## config.mk

```make
export PLATFORM = sky130hd
export DESIGN_NAME = pc_fetch_unit_flat
export DESIGN_NICKNAME = d
export VERILOG_FILES = /design/src/rtl/pc_fetch_unit_if.sv /design/src/rtl/pc_fetch_unit.sv /design/src/flat_wrapper.sv
export SDC_FILE = /design/constraint.sdc
export NUM_CORES = 1
export LEC_CHECK = 0
export CAP_MARGIN = 30
export CORE_ASPECT_RATIO = 1.25
export CORE_MARGIN = 2
export CORE_UTILIZATION = 47
export CTS_CLUSTER_SIZE = 24
export DETAILED_ROUTE_END_ITERATION = 7
export PLACE_DENSITY = 0.82
export SLEW_MARGIN = 20
export SYNTH_ARGS = -nofsm -noshare
export SYNTH_HDL_FRONTEND = slang
export SYNTH_SLANG_ARGS = --single-unit
```

## constraint.sdc

```tcl
create_clock -name clk -period 4.1 [get_ports clk]
set_clock_uncertainty 0.05 [all_clocks]
set_input_delay 0.41 -clock clk [delete_from_list [all_inputs] [get_ports clk]]
set_output_delay 0.41 -clock clk [all_outputs]
set_load 0.1 [all_outputs]
```

## src/rtl/pc_fetch_unit_if.sv

```systemverilog
// Instruction-memory request/acknowledge bus between the fetch unit and imem.
interface pc_fetch_unit_if;
    logic        imem_req;
    logic [31:0] imem_addr;
    logic        imem_ack;
    logic [31:0] imem_rdata;

    // Fetch unit side: issues requests, receives instruction words.
    modport master (
        output imem_req,
        output imem_addr,
        input  imem_ack,
        input  imem_rdata
    );

    // Memory side: observes requests, returns instruction words.
    modport slave (
        input  imem_req,
        input  imem_addr,
        output imem_ack,
        output imem_rdata
    );
endinterface

```

## src/rtl/pc_fetch_unit.sv

```systemverilog
// Instruction-fetch stage for the single-cycle MIPS controller/datapath.
// Holds the PC, fetches over a req/ack bus, latches the instruction and
// strobes the controller's enable once per instruction. Next-PC follows
// the controller's pcsel; also tracks retired count and halt/fault status.
module pc_fetch_unit #(
    parameter logic [31:0] RESET_PC = 32'h0040_0000,
    parameter int unsigned CNT_W    = 32
) (
    input  logic               clk,
    input  logic               reset_n,
    pc_fetch_unit_if.master    imem,
    output logic [31:0]        instr,
    output logic               enable,
    input  logic [1:0]         pcsel,
    input  logic [31:0]        jr_target,
    input  logic               stall,
    input  logic               halt,
    output logic [31:0]        pc,
    output logic [31:0]        pc_plus4,
    output logic [CNT_W-1:0]   instret,
    output logic               halted,
    output logic               addr_err
);

    typedef enum logic [1:0] {
        ST_IDLE,
        ST_FETCH,
        ST_EXEC,
        ST_HALT
    } state_t;

    typedef enum logic [1:0] {
        SEL_SEQ    = 2'b00,
        SEL_BRANCH = 2'b01,
        SEL_JUMP   = 2'b10,
        SEL_JR     = 2'b11
    } pcsel_t;

    state_t      state_q;
    state_t      state_d;
    logic [31:0] next_pc;
    logic [31:0] branch_off;
    logic        retire;
    logic        jr_misaligned;

    assign pc_plus4       = pc + 32'd4;
    assign branch_off     = {{14{instr[15]}}, instr[15:0], 2'b00};
    assign imem.imem_addr = pc;

    // Retire happens on the single EXEC cycle where the datapath is ready.
    assign retire        = (state_q == ST_EXEC) && !stall;
    assign jr_misaligned = (pcsel_t'(pcsel) == SEL_JR) && (jr_target[1:0] != 2'b00);

    // Next-PC selection; only consumed on the retire edge.
    always_comb begin
        next_pc = pc_plus4;
        case (pcsel_t'(pcsel))
            SEL_SEQ:    next_pc = pc_plus4;
            SEL_BRANCH: next_pc = pc_plus4 + branch_off;
            SEL_JUMP:   next_pc = {pc_plus4[31:28], instr[25:0], 2'b00};
            SEL_JR:     next_pc = {jr_target[31:2], 2'b00};
            default:    next_pc = pc_plus4;
        endcase
    end

    // State register; async reset forces IDLE so req/enable drop at once.
    always_ff @(posedge clk or negedge reset_n) begin
        if (!reset_n) begin
            state_q <= ST_IDLE;
        end else begin
            state_q <= state_d;
        end
    end

    // Next-state and handshake/strobe outputs.
    always_comb begin
        state_d       = state_q;
        imem.imem_req = 1'b0;
        enable        = 1'b0;
        halted        = 1'b0;
        case (state_q)
            ST_IDLE: begin
                state_d = ST_FETCH;
            end
            ST_FETCH: begin
                imem.imem_req = 1'b1;
                if (imem.imem_ack) begin
                    state_d = ST_EXEC;
                end
            end
            ST_EXEC: begin
                enable = !stall;
                if (!stall) begin
                    state_d = halt ? ST_HALT : ST_FETCH;
                end
            end
            ST_HALT: begin
                halted = 1'b1;
            end
            default: begin
                state_d = ST_IDLE;
            end
        endcase
    end

    // Instruction latch: captured only on an acknowledged FETCH edge.
    always_ff @(posedge clk or negedge reset_n) begin
        if (!reset_n) begin
            instr <= '0;
        end else if ((state_q == ST_FETCH) && imem.imem_ack) begin
            instr <= imem.imem_rdata;
        end
    end

    // PC and retired-instruction counter advance together on retire.
    always_ff @(posedge clk or negedge reset_n) begin
        if (!reset_n) begin
            pc      <= RESET_PC;
            instret <= '0;
        end else if (retire) begin
            pc      <= next_pc;
            instret <= instret + CNT_W'(1);
        end
    end

    // Sticky flag for a JR to a non-word-aligned target; execution continues.
    always_ff @(posedge clk or negedge reset_n) begin
        if (!reset_n) begin
            addr_err <= 1'b0;
        end else if (retire && jr_misaligned) begin
            addr_err <= 1'b1;
        end
    end

endmodule

```

## src/flat_wrapper.sv

```systemverilog
// flat-port wrapper written by rule: the top's interface ports become plain ports
module pc_fetch_unit_flat 
#(
    parameter logic [31:0] RESET_PC = 32'h0040_0000,
    parameter int unsigned CNT_W    = 32
)
  (clk, reset_n, instr, enable, pcsel, jr_target, stall, halt, pc, pc_plus4, instret, halted, addr_err, imem_imem_req, imem_imem_addr, imem_imem_ack, imem_imem_rdata);
  pc_fetch_unit_if imem_i ();
  input  logic clk;
  input  logic reset_n;
  output logic [31:0] instr;
  output logic enable;
  input  logic [1:0] pcsel;
  input  logic [31:0] jr_target;
  input  logic stall;
  input  logic halt;
  output logic [31:0] pc;
  output logic [31:0] pc_plus4;
  output logic [CNT_W-1:0] instret;
  output logic halted;
  output logic addr_err;
  output wire logic [$bits(imem_i.imem_req)-1:0] imem_imem_req;
  output wire logic [$bits(imem_i.imem_addr)-1:0] imem_imem_addr;
  input wire logic [$bits(imem_i.imem_ack)-1:0] imem_imem_ack;
  input wire logic [$bits(imem_i.imem_rdata)-1:0] imem_imem_rdata;
  assign imem_imem_req = imem_i.imem_req;
  assign imem_imem_addr = imem_i.imem_addr;
  assign imem_i.imem_ack = imem_imem_ack;
  assign imem_i.imem_rdata = imem_imem_rdata;
  pc_fetch_unit #(.RESET_PC(RESET_PC), .CNT_W(CNT_W)) u_core (.clk(clk), .reset_n(reset_n), .imem(imem_i), .instr(instr), .enable(enable), .pcsel(pcsel), .jr_target(jr_target), .stall(stall), .halt(halt), .pc(pc), .pc_plus4(pc_plus4), .instret(instret), .halted(halted), .addr_err(addr_err));
endmodule
```

; After elaboration in Yosys (flattened, before gate mapping)
; Cells that the tools add are included.
[classes]
n_reduce_logical = 10
muxes = 8
n_eq_ne = 8
add_sub_neg = 3
[op_table]
columns = operator, n
row1 = $pmux 32 s4, 1
row2 = $add 32x1->32 const B, 1
row3 = $add 32x3->32 const B, 1
row4 = $add 32x32->32, 1
row5 = $eq 2x2->1 const B, 4
row6 = $mux 2, 3
row7 = $pmux 2 s3, 1
row8 = $eq 2x1->1 const B, 2
row9 = $logic_and 1x1->1, 4
row10 = $logic_not 2->1, 2
row11 = $ne 2x2->1 const B, 2
row12 = $mux 1, 3
row13 = $reduce_and 3->1, 1
row14 = $reduce_bool 3->1, 1
row15 = $reduce_bool 2->1, 1
row16 = $logic_not 1->1, 1
[word_totals]
register_bits = 99
elab_cells = 34
input_bits = 71
output_inout_bits = 164

; Longest topological paths before layout
; Gate-level depths: netlist (run 1).
[depth]
ltp_word = 3
depth_mapped = 16
ltp_nobuf = 15

; Worst setup path after synthesis (run 1)
; No wires, ideal clock.
[synth_path]
path_kind = register to register
from = reg u_core.pc[4], in the netlist u_core.imem.imem_addr[4]
to = reg u_core.pc[28], in the netlist u_core.imem.imem_addr[28]
setup_slack_ns = -1.920
t_arrival_ns = 5.792
required_ns = 3.872
path_stages_with_launch = 17
path_buffers = 1
period_less_slack_ns = 6.020
path_cell_list = dfrtp_1 buf_4 nand4_1 or2_1 nor2_1 and3_1 nand3_1 xnor2_1 ha_1 a21oi_1 nor2b_1 o21ai_0 a2111oi_0 a2111o_1 or3_1 a21oi_1 o22ai_1
[synth_via]
elab_chain_len = 3
[synth_lines]
columns = item, line
row1 = "start, declared", pc_fetch_unit.sv:18  ; output logic [31:0] pc,
row2 = "start signal, assigned", pc_fetch_unit.sv:121  ; pc <= next_pc;
row3 = $add 32x3->32, pc_fetch_unit.sv:46  ; assign pc_plus4 = pc + 32'd4;
row4 = net pc_plus4[21], flat_wrapper.sv:18  ; output logic [31:0] pc_plus4;
row5 = $add 32x32->32, pc_fetch_unit.sv:59  ; SEL_BRANCH: next_pc = pc_plus4 + branch_off;
row6 = $pmux 32 s4, pc_fetch_unit.sv:57  ; case (pcsel_t'(pcsel))
; The timed path passes the listed nets, and every way through them passes these cells.
; A chain may end at the register's enable or synchronous reset.

; Worst setup path after layout (run 1)
[layout_path]
from = reg u_core.pc[2], in the netlist u_core.imem.imem_addr[2]
to = reg u_core.pc[16], in the netlist u_core.imem.imem_addr[16]
[layout_via]
elab_chain_len = 3
[layout_lines]
columns = item, line
row1 = $add 32x3->32 *, pc_fetch_unit.sv:46
row2 = $add 32x32->32, pc_fetch_unit.sv:59
row3 = $pmux 32 s4 *, pc_fetch_unit.sv:57
; Every way passes the cells marked *; elsewhere a longest branch is shown, timed or not.

==> key figures, run 1 <==
Outcome
  • Status: complete, no violations

Logic synthesis
  • Post-Synth Adder-Cell Area: 7.44%
  • Area leader, netlist: dfrtp_1
  • Synth top area cells: dfrtp_1, ha_1, mux2_2
  • Main combinational cell family by area after synthesis: simple AND/OR/NAND/NOR gates
  • Netlist cell types: 72
  • Synth Area in XOR/XNOR: 9.36%
  • Most common cell in the netlist: dfrtp_1
  • Syn. warnings: 0
  • Post-Syn Area: approximately 7200 um^2
  • Synth async-reset ratio: 100%
  • Top cell type's share of synthesized area: 33.5%
  • Number of synthesized flops with an enable pin: 0
  • Simple-Gate Fraction of Synth Area: 16.0%
  • Avg Inst Size Synth: 9.68 um^2
  • Synth Area in Compound Gates: 13.3%
  • Mux share of post-synthesis cell area: 13.7%
  • Sequential cell area fraction in the yosys report: 33.9%
  • #FFs+latches synth: 97
  • Main synth FF type: dfrtp_1
  • Post-synth top cells: dfrtp_1, nand2_1, a21oi_1, xnor2_1, ha_1
  • Post-Synthesis Cells: 740

Cells and area
  • Non-filler instance count after layout: ~1,100
  • Multi-input logic area: 4860 um^2
  • Fin nets: 1,046
  • Post-layout instance area: 10,200 um^2
  • Storage cell area: about 2500 um^2
  • # diodes: 0
  • Share of layout cells above drive strength 1: 20.6%
  • Synthesis-to-finish area growth: 43.1%
  • # fillers: 1,166

Critical path
  • Crit path DAT: 4.16 ns
  • Crit start category: flop
  • Crit path required time: 4.29 ns
  • Worst path slowest cell: dfrtp_4
  • Critical path cell sequence: ha_4 -> nand4_1 -> nor2_1 -> xor2_4 -> ha_1 -> o21a_1 -> o21ai_0 -> a21oi_1 -> o211ai_1 -> a41oi_1 -> xor2_1 -> mux4_2 -> mux2_2
  • Crit path kind: flop to flop
  • Critical Path Max Stage Delay: about 0.46 ns
  • Crit-path max FO: 6
  • Critical path endpoint category: flop

Detailed routing
  • WL final: between 20,000 and 25,000 um
  • Metal2 WL: between 10,000 and 15,000 um
  • Routed Antenna Nets: 0
  • Uppermost layer routed: met4
  • Post-route DRC violation count: 0
  • DR iter-0 viols: 236
  • Met3 Wirelength: around 1500 um
  • Vias/cell: between 5 and 6
  • Post-Route M1 WL: 8150 um
  • First-pass DRT Iterations: 4
  • Vias: around 6,500
  • Per-cell routed wire length: 18.8 um

STA
  • Max Fclk: 252 MHz
  • RSZ-0062 raised after global routing: yes
  • Max-slew violations: 0
  • Final hold vios: 0
  • Final setup viols: 0
  • Fin Setup TNS: 0 ns
  • Rel. slew slack: between 30% and 40%
  • Tmin final: 3.96 ns
  • Fin Hold WS: approximately 0.4 ns
  • Slew @ Worst Pin: 1.03 ns
  • Final period util: 96.7%

Global route
  • Pin count of the biggest net entering global routing: 71
  • Overall Global Routing Usage: 25.9%
  • Remaining Overflow, GRT: 0
  • Vias in the first global route: 6,303
  • Initial antenna violation count: 0
  • Global-route wire length before repair: roughly 33,000 um

Die
  • Die height: 142 um
  • DIE WIDTH: 114 um
  • Placement row count: 50
  • Initial Utilization: ~48%
  • Core area: approximately 15,000 um^2
  • DIE AREA: 16,200 um^2
  • IO Count: 235

Place
  • Number of I/O port buffers: 228
  • Detailed Place HPWL: 15,700 um
  • Area post-placement: 9880 um^2
  • Placed cells: 1,100
  • RD Place Congestion: 0.934

Clocking
  • Maximum clock path buffer count: 2
  • Htree depth: 3
  • Worst-Skew Late Latency: ~0.36 ns
  • CTS buffer count: 9
  • Clock transition at path regs: 0.07 ns
  • Root Buffer: clkbuf_16
  • Sink Count: 97
  • CTS tree: built

Min path
  • HP Class: input pin to asynchronous set/reset pin

Run
  • Max-Cap Viols: 0
==> through the flow <==
stage | worst slack [ns] | util [%]
floorplan | -0.328 | -
global placement | 0.185 | 66.1
detailed placement | 0.131 | 66.1
CTS | 0.0767 | 68.0
global route | -0.00551 | 68.5
finish | 0.136 | 68.5
==> per-layer routing <==
| metal | track usage [%] | vias up |
|---|---|---|
| li1 | - | 3038 |
| met1 | 31.3 | 3129 |
| met2 | 45.3 | 255 |
| met3 | 5.20 | 42 |
| met4 | 9.82 | 0 |
| met5 | 0 | - |
==> kinds of logic (layout without fill, tap and decap cells) <==
group           after synthesis  count (layout)
compound gates              143             143
flops                        97              97
mux                          70              70
xor+xnor                     74              74
fa+ha+maj                    42              42
buf+inv                      81             274
simple gates                232             232
other cells                   1               6
==> what timing repair did <==
item / CTS / global route
endpoints found under the hold margin: 0 / 16
buffers inserted: 0 / 1
hold buffers: 0 / 1
endpoints found under the setup margin: 0 / 5
gates resized for setup: 0 / 5
==> layout make-up <==
| type | count | share of cell area (%) |
|---|---|---|
| clock buffer | 9 | 2.20 |
| tap | 182 | 2.22 |
| clock inverter | 7 | 0.586 |
| inverter | 20 | 0.733 |
| timing repair buffer | 238 | 22.7 |
| multi-input combinational | 567 | 47.4 |
| sequential | 97 | 24.2 |
==> placed cells by master (no fill, tap or decap), types with 10 or more instances in the layout <==
master,n
clkdlybuf4s50_1,200
nand2_1,77
dfrtp_1,76
a21oi_1,46
mux2_2,39
ha_1,37
nor2_1,36
buf_4,32
xnor2_1,25
nand3_1,23
nor3_1,21
xor2_1,21
o21ai_0,21
nand4_1,20
inv_1,19
mux4_2,18
a21o_1,16
xnor2_4,12
mux2i_1,12
dfrtp_4,10
dfrtp_2,10
==> worst max-delay path, delay by kind of cell, from the launching register on <==
family | cells | cell delay [ns]
compound gates | 5 | 1.12
xor+xnor | 2 | 0.27
fa+ha+maj | 2 | 0.59
flops | 1 | 0.46
mux | 2 | 0.73
simple gates | 2 | 0.61
==> registers in the layout, indices dropped and copies added (netlist names) <==
| name | cells |
|---|---|
| u_core.instr | 32 |
| u_core.state_q | 2 |
| u_core.imem.imem_addr | 30 |
| u_core.instret | 32 |
| u_core.addr_err | 1 |
==> path summary, 6_finish.rpt <==
path,startpoint,to,slack (ns),depth (start not counted)
setup reg to reg,u_core.imem.imem_addr[2],u_core.imem.imem_addr[16],0.14,13
hold reg to reg,u_core.instret[31],u_core.instret[31],0.42,1
max in group asynchronous,reset_n,u_core.instret[8],2.62,4
min in group clk,u_core.instret[31],u_core.instret[31],0.42,1
hold / removal,reset_n,u_core.state_q[1],0.41,2
setup / recovery,u_core.imem.imem_addr[2],u_core.imem.imem_addr[16],0.14,13
Power of run 1 is not shown: default switching activity piles up to over one toggle a cycle in this logic, so the estimate is an artifact.
==> run 2: changes to the inputs <==
--- a/config.mk
+++ b/config.mk
@@ -9,6 +9,7 @@
 export CORE_ASPECT_RATIO = 1.25
 export CORE_MARGIN = 2
 export CORE_UTILIZATION = 47
+export CTS_CLUSTER_DIAMETER = 40
 export CTS_CLUSTER_SIZE = 24
 export DETAILED_ROUTE_END_ITERATION = 7
 export PLACE_DENSITY = 0.82
==> results of run 2 <==
No change in the layout: final DEF, timing and power equal those of run 1.
Power of run 2 is left out for the same reason.
